===== src/rtl/xera4_video_scan.sv =====
// Raster scan generator: 160x120 byte framebuffer doubled to 320x240, RRRGGGBB pixels.
// Rd_Add tracks the counters with zero lag; every other output is registered two clocks behind the counters, matching the memory read latency.
module xera4_video_scan #(
    parameter int          H_ACTIVE = 320,
    parameter int          H_FP     = 16,
    parameter int          H_SYNC   = 32,
    parameter int          H_BP     = 32,
    parameter int          V_ACTIVE = 240,
    parameter int          V_FP     = 3,
    parameter int          V_SYNC   = 4,
    parameter int          V_BP     = 15,
    parameter logic [14:0] BASE     = 15'h0000
) (
    input  logic        clk,
    input  logic        rst,
    output logic [14:0] Rd_Add,
    input  logic [7:0]  Rd_In,
    output logic [7:0]  RGB,
    output logic        DE,
    output logic        HSync_n,
    output logic        VSync_n,
    output logic        MI
);

    localparam int H_TOTAL = H_ACTIVE + H_FP + H_SYNC + H_BP;
    localparam int V_TOTAL = V_ACTIVE + V_FP + V_SYNC + V_BP;

    localparam logic [8:0]  HA     = 9'(H_ACTIVE);
    localparam logic [8:0]  HS_BEG = 9'(H_ACTIVE + H_FP);
    localparam logic [8:0]  HS_END = 9'(H_ACTIVE + H_FP + H_SYNC);
    localparam logic [8:0]  HL     = 9'(H_TOTAL - 1);
    localparam logic [8:0]  VA     = 9'(V_ACTIVE);
    localparam logic [8:0]  VS_BEG = 9'(V_ACTIVE + V_FP);
    localparam logic [8:0]  VS_END = 9'(V_ACTIVE + V_FP + V_SYNC);
    localparam logic [8:0]  VL     = 9'(V_TOTAL - 1);
    localparam logic [14:0] STRIDE = 15'd160;

    logic [8:0]  hc, vc, hc_nx, vc_nx;
    logic [14:0] line_base, line_base_nx, add_nx;
    logic        act0, hs0, vs0, mi0;
    logic        act_d1, hs_d1, vs_d1, mi_d1;

    always_comb begin
        act0         = (hc < HA) && (vc < VA);
        hs0          = !((hc >= HS_BEG) && (hc < HS_END));
        vs0          = !((vc >= VS_BEG) && (vc < VS_END));
        mi0          = (vc == VA);
        hc_nx        = hc + 9'd1;
        vc_nx        = vc;
        line_base_nx = line_base;
        add_nx       = Rd_Add;
        if (hc == HL) begin
            hc_nx = '0;
            if (vc == VL) begin
                vc_nx        = '0;
                line_base_nx = BASE;
                add_nx       = BASE;
            end else begin
                vc_nx = vc + 9'd1;
                // Each byte row covers two scan lines, so the row base moves on after odd lines.
                if ((vc < VA) && vc[0])
                    line_base_nx = line_base + STRIDE;
                if (vc_nx < VA)
                    add_nx = line_base_nx;
            end
        end else if (hc[0] && (hc_nx < HA) && (vc < VA)) begin
            add_nx = Rd_Add + 15'd1;
        end
    end

    always_ff @(posedge clk or posedge rst) begin
        if (rst) begin
            hc        <= '0;
            vc        <= '0;
            line_base <= BASE;
            Rd_Add    <= BASE;
            act_d1    <= 1'b0;
            hs_d1     <= 1'b1;
            vs_d1     <= 1'b1;
            mi_d1     <= 1'b0;
            RGB       <= 8'h00;
            DE        <= 1'b0;
            HSync_n   <= 1'b1;
            VSync_n   <= 1'b1;
            MI        <= 1'b0;
        end else begin
            hc        <= hc_nx;
            vc        <= vc_nx;
            line_base <= line_base_nx;
            Rd_Add    <= add_nx;
            act_d1    <= act0;
            hs_d1     <= hs0;
            vs_d1     <= vs0;
            mi_d1     <= mi0;
            // Rd_In answers the address issued one clock earlier, lining up with act_d1.
            RGB       <= act_d1 ? Rd_In : 8'h00;
            DE        <= act_d1;
            HSync_n   <= hs_d1;
            VSync_n   <= vs_d1;
            MI        <= mi_d1;
        end
    end

endmodule


===== config.mk =====
export PLATFORM = sky130hd
export DESIGN_NAME = xera4_video_scan
export DESIGN_NICKNAME = d
export VERILOG_FILES = /design/src/rtl/xera4_video_scan.sv
export SDC_FILE = /design/constraint.sdc
export NUM_CORES = 1
export LEC_CHECK = 0
export ABC_AREA = 1
export BUFFER_PORTS_ARGS = -buffer_cell sky130_fd_sc_hd__buf_2
export CORE_MARGIN = 2
export CORE_UTILIZATION = 45
export DETAILED_ROUTE_END_ITERATION = 10
export PLACE_DENSITY_LB_ADDON = 0.05
export SLEW_MARGIN = 20
export SYNTH_ARGS = -nofsm -noshare
export SYNTH_HDL_FRONTEND = slang
export SYNTH_SLANG_ARGS = --single-unit

===== constraint.sdc =====
create_clock -name clk -period 1.6 [get_ports clk]
set_input_delay 0.08 -clock clk [delete_from_list [all_inputs] [get_ports clk]]
set_output_delay 0.08 -clock clk [all_outputs]
set_load 0.1 [all_outputs]

* Word-level counts from Yosys, hierarchy flattened
Cells that the tools add are included.
** Storage, ports and cells
- Register bits after elaboration :: 64
- Output and inout port bits :: 27
- Word-level logic and storage cells :: 48
** Cells by class
- Add/subtract/negate cells :: 4
- Magnitude comparators :: 8
- Equality and inequality tests :: 4
- Multiplexer cells :: 9
- Reductions and logical operators :: 10
** Operators with widths (number)
- $mux 15 :: 6
- $lt 9x8->1 const B :: 3
- $lt 9x9->1 const B :: 3
- $add 9x1->9 const B :: 2
- $eq 9x9->1 const B :: 2
- $mux 9 :: 2
- $add 15x1->15 const B :: 1
- $add 15x8->15 const B :: 1
- $eq 9x8->1 const B :: 1
- $ge 9x8->1 const B :: 1
- $ge 9x9->1 const B :: 1
- $mux 8 :: 1
- $logic_and 1x1->1 :: 6
- $ne 3x1->1 const B :: 1
- $logic_not 1->1 :: 2
- $reduce_and 2->1 :: 1
- $reduce_bool 2->1 :: 1

* Logic depth before layout (Yosys ltp)
- Depth after elaboration :: 6
- Mapped depth :: 13
- Depth with buffers taken out :: 12

* Worst setup path before layout
No wires, ideal clock.
- Path kind :: register -> register
- Start point :: reg Rd_Add[0]
- End point :: reg Rd_Add[12]
- Library setup time :: 0.120 ns
- Data arrival time :: 2.103 ns
- Required time :: 1.480 ns
- Path slack :: -0.623 ns
- Cell stages (with the launch flop) :: 12
- Buffers on the path :: 0
- Clock period less this slack :: 2.223 ns
- Path through :: dfrtp_1 -> ha_1 -> nand3_1 -> inv_1 -> nand2_1 -> nor2_1 -> nand2_1 -> xnor2_1 -> nand2_1 -> nand2_1 -> nand2_1 -> nand2_1
** On the way
- Cells in the longest elaborated chain, start to end :: 3
** RTL lines
- start: declaration :: RTL line 16 : output logic [14:0] Rd_Add,
- start signal: assignment :: RTL line 90 : Rd_Add <= add_nx;
- $add 15x1->15 :: RTL line 67 : add_nx = Rd_Add + 15'd1;
- $mux 15 :: RTL line 66 : end else if (hc[0] && (hc_nx < HA) && (vc < VA)) begin
- $mux 15 :: RTL line 52 : if (hc == HL) begin
No other way between the ends. The select of a mux whose other input is x is not followed.
A chain may end at the register's enable or synchronous reset.

* Worst setup path in the final report
- Start point :: reg vc[1]
- End point :: reg Rd_Add[9]
** On the way
- Cells in the longest elaborated chain, start to end :: 6
- Elaborated cells between the ends (all ways) :: 13
- Those cells by class :: add/sub (1); order compare (2); eq/ne (2); mux (4); reduce/logical (4)
** RTL lines
- start: declaration :: RTL line 38 : logic [8:0] hc, vc, hc_nx, vc_nx;
- start signal: assignment :: RTL line 88 : vc <= vc_nx;
- branches (longest 6 deep; another with $add 9x1->9)
Several ways; the timed one is not identified. The select of a mux whose other input is x is not followed.

==> metrics.log <==
INFO  metric status = finished with violations
INFO  metric violations_in_the_final_reports = setup timing
INFO  metric worst_setup_hold_path_clk_slew = 70 ps
INFO  metric num_antenna_cells = 0
INFO  metric port_buffers = 36
INFO  metric max_slew.worst_pin.slew = 491 ps
INFO  metric start_kind = flop
INFO  metric vias_in_the_first_global_route = 3019
INFO  metric worst_skew_pair.late_latency = 340 ps
INFO  metric wire_per_inst = 12.5 um
INFO  metric ir_worst_vdd = 0.606 mV
INFO  metric chipHeight = 90.6 um
INFO  metric layout.nets = 563
INFO  metric clockBufferDepth = 2
INFO  metric pwr_density_cell = 648 nW/um^2
INFO  metric routability_congestion_estimate_from_global_placement = 0.790
INFO  metric worst_clk_skew = 9.65 ps
INFO  metric grt_util_all_layers = 0.204
INFO  metric critical_path_buf_inv_count = 2
INFO  metric synth_fp_nets = 463
INFO  metric area_growth = 38.8%
INFO  metric fmaxAchievable = 0.592 GHz
INFO  metric post-route-drc-count = 0
INFO  metric grt_first_pass_wirelength = 13400 um
INFO  metric floorplan.die_area = 8210 sq um
INFO  metric initial_utilization = 0.465
INFO  metric number_of_flops_mapped_to_enable_cells_by_yosys = 0
INFO  metric cts_root_buf = clkbuf_8
INFO  metric clock_tree_from_tritoncts = yes
INFO  metric layout_commonest_cell = nand2_1
INFO  metric vias_per_cell = 4.84
INFO  metric cp_common_cell = nand2_1
INFO  metric fin_crit = 1690 ps
INFO  metric critical-path-slowest-cell = dfrtp_1
INFO  metric ys.flop_type = dfrtp_1
INFO  metric yosysSeqAreaShare = 0.476
INFO  metric post-route-worst-setup-slack = -89.4 ps
INFO  metric crit_family = simple AND/OR/NAND/NOR gates
INFO  metric synth_cells = 447
INFO  metric fin_util = 0.646
INFO  metric worst-setup-path-type = reg2reg
INFO  metric worst_slew_margin_rel = 0.675
INFO  metric most-common-layout-cells = nand2_1, inv_1, dfrtp_1
INFO  metric leakagePower = 2.36 nW
INFO  metric period_share = 1.06
INFO  metric grt_start_max_net_pins = 65
INFO  metric detail_route.first_pass.iterations = 4
INFO  metric path_max_fanout = 15
INFO  metric synth_cell_types = 31
INFO  metric boundaryPins = 37
INFO  metric cap_violations = 0
INFO  metric clock_tree.htree_level_count = 3
INFO  metric async_reset_ff_frac = 1.00
INFO  metric num-fill-cells = 631
INFO  metric hold_path_class = reg2reg
INFO  metric tritoncts.num_buffers = 9
INFO  metric post_route_setup_tns = -1120 ps
INFO  metric clkSinkCount = 64
INFO  metric setup-violations-final = 15
INFO  metric core = 7250 sq um
INFO  metric crit_path_cell_trace = buf_6 -> ha_4 -> nand3_4 -> xor2_1 -> nor2_1 -> nand3_2 -> nand2_2 -> nor2_4 -> buf_12 -> nand2_1 -> nand2_1
INFO  metric dieWidth = 90.6 um
INFO  metric drive_gt1_frac = 0.342
INFO  metric drt.antenna.violating_nets = 0
INFO  metric finalMaxSlewViolations = 0
INFO  metric critical_path_required = 1820 ps
INFO  metric placement_rows = 31
INFO  metric critPathCaptureType = flop
INFO  metric setup_repair_after_global_routing_missed_its_margin = true
INFO  metric timing.critical_path.arrival = 1910 ps
INFO  metric hpwl = 5420 um
INFO  metric vias = 3150
INFO  metric yosys_warnings = 0
INFO  metric synth.cell_area = 3380 sq um
INFO  metric routed_wirelength = 8130 um
INFO  metric postSynthRegisterBits = 64
INFO  metric avgSynthCellArea = 7.55 sq um
INFO  metric cp_slowest_stage_delay = 400 ps
INFO  metric globalRoute.totalOverflow = 0
INFO  metric initial_antenna_violation_count = 0
INFO  metric drt_first_iter_violations = 202
INFO  metric hold_viol_final = 0
==> kinds of logic after synthesis <==
| kind of cell | synth area share |
|---|---|
| buffers and inverters | 0.0860 |
| DFF | 0.476 |
| adders and majority gates | 0.0222 |
| AOI/OAI and AO/OA | 0.0686 |
| and+or+nand+nor | 0.324 |
| xor gates and xnor gates | 0.0234 |
==> state kept, by name, summed over array words and instances (netlist names) <==
signal and count:
DE 1, HSync_n 1, MI 1, RGB 8, Rd_Add 15, VSync_n 1
act_d1 1, hc 9, hs_d1 1, line_base 15, mi_d1 1, vc 9
vs_d1 1
==> area by class of cell <==
cell class / instances / area (sq um) / area share
timing repair buffer: 97 / 728 / 0.155
multi-input combinational: 311 / 1750 / 0.373
clock buffer: 13 / 159 / 0.0339
inverter: 63 / 259 / 0.0553
clock inverter: 3 / 17.5 / 0.00374
sequential: 64 / 1640 / 0.350
timing repair inverter: 1 / 11.3 / 0.00240
tap: 99 / 124 / 0.0264
==> timing repair <==
| item | 4_1_cts | 5_1_grt |
|---|---|---|
| endpoints found under the hold margin | 68 | 0 |
| gates cloned | 0 | 1 |
| buffers inserted | 4 | 4 |
| hold buffers | 9 | 0 |
| pin swaps | 5 | 16 |
| gates resized for setup | 23 | 59 |
| endpoints found under the setup margin | 26 | 35 |
==> report_power, final <==
part	internal (W)	switching [W]	total, W
Combinational	0.0000381	0.000124	0.000162
Sequential	0.00163	0.00000198	0.00163
Clock	0.000643	0.000601	0.00124
==> per-stage QoR <==
stage | instances | total power [W] | setup slack [ps] | area [sq um] | hold WS, ps
2_1_floorplan | 447 | 0.00177 | -79.3 | 3480 | 184
3_3_place_gp | 617 | 0.00181 | -182 | 4090 | 204
3_5_place_dp | 617 | 0.00181 | -184 | 4090 | 205
4_1_cts | 646 | 0.00309 | -83.4 | 4460 | 358
5_1_grt | 651 | 0.00317 | -205 | 4680 | 361
6_report | 651 | 0.00304 | -89.4 | 4680 | 357
==> synth_stat cells (2+ instances only) <==
| master | number | share of area |
|---|---|---|
| nand2_1 | 156 | 0.17 |
| dfrtp_1 | 60 | 0.44 |
| inv_1 | 60 | 0.067 |
| nor2_1 | 42 | 0.047 |
| nand3_1 | 28 | 0.042 |
| o21ai_0 | 28 | 0.042 |
| ha_1 | 6 | 0.022 |
| xor2_1 | 6 | 0.016 |
| a21oi_1 | 5 | 0.0074 |
| nand3_2 | 5 | 0.015 |
| nand4_1 | 5 | 0.0093 |
| o22ai_1 | 5 | 0.0093 |
| clkbuf_1 | 4 | 0.0044 |
| dfstp_2 | 4 | 0.031 |
| nor3_1 | 4 | 0.0059 |
| buf_4 | 3 | 0.0067 |
| inv_2 | 3 | 0.0033 |
| nor2_2 | 3 | 0.0056 |
| o21bai_1 | 3 | 0.0067 |
| xnor2_1 | 3 | 0.0078 |
| nand2_2 | 2 | 0.0037 |
| nor2_4 | 2 | 0.0067 |
| or2_2 | 2 | 0.0037 |
==> routing by layer <==
metal  up-vias  wire length, um  track usage
li1       1598                -            -
met1      1483             3720        0.265
met2        54             3900        0.331
met3        15              375       0.0576
met4         0              136       0.0615
met5         -                0            0
==> path summary, 6_finish.rpt <==
path / depth (start not counted) / endpoint / startpoint / slack, ps
hold / removal: 0 / VSync_n / vs_d1 / 360
setup reg to reg: 11 / Rd_Add[9] / vc[1] / -90
hold reg to reg: 0 / VSync_n / vs_d1 / 360
min in group asynchronous: 4 / line_base[8] / rst / 390
max in group asynchronous: 4 / HSync_n / rst / 900
setup / recovery: 11 / Rd_Add[9] / vc[1] / -90
Power figures use the tool's default switching activity.
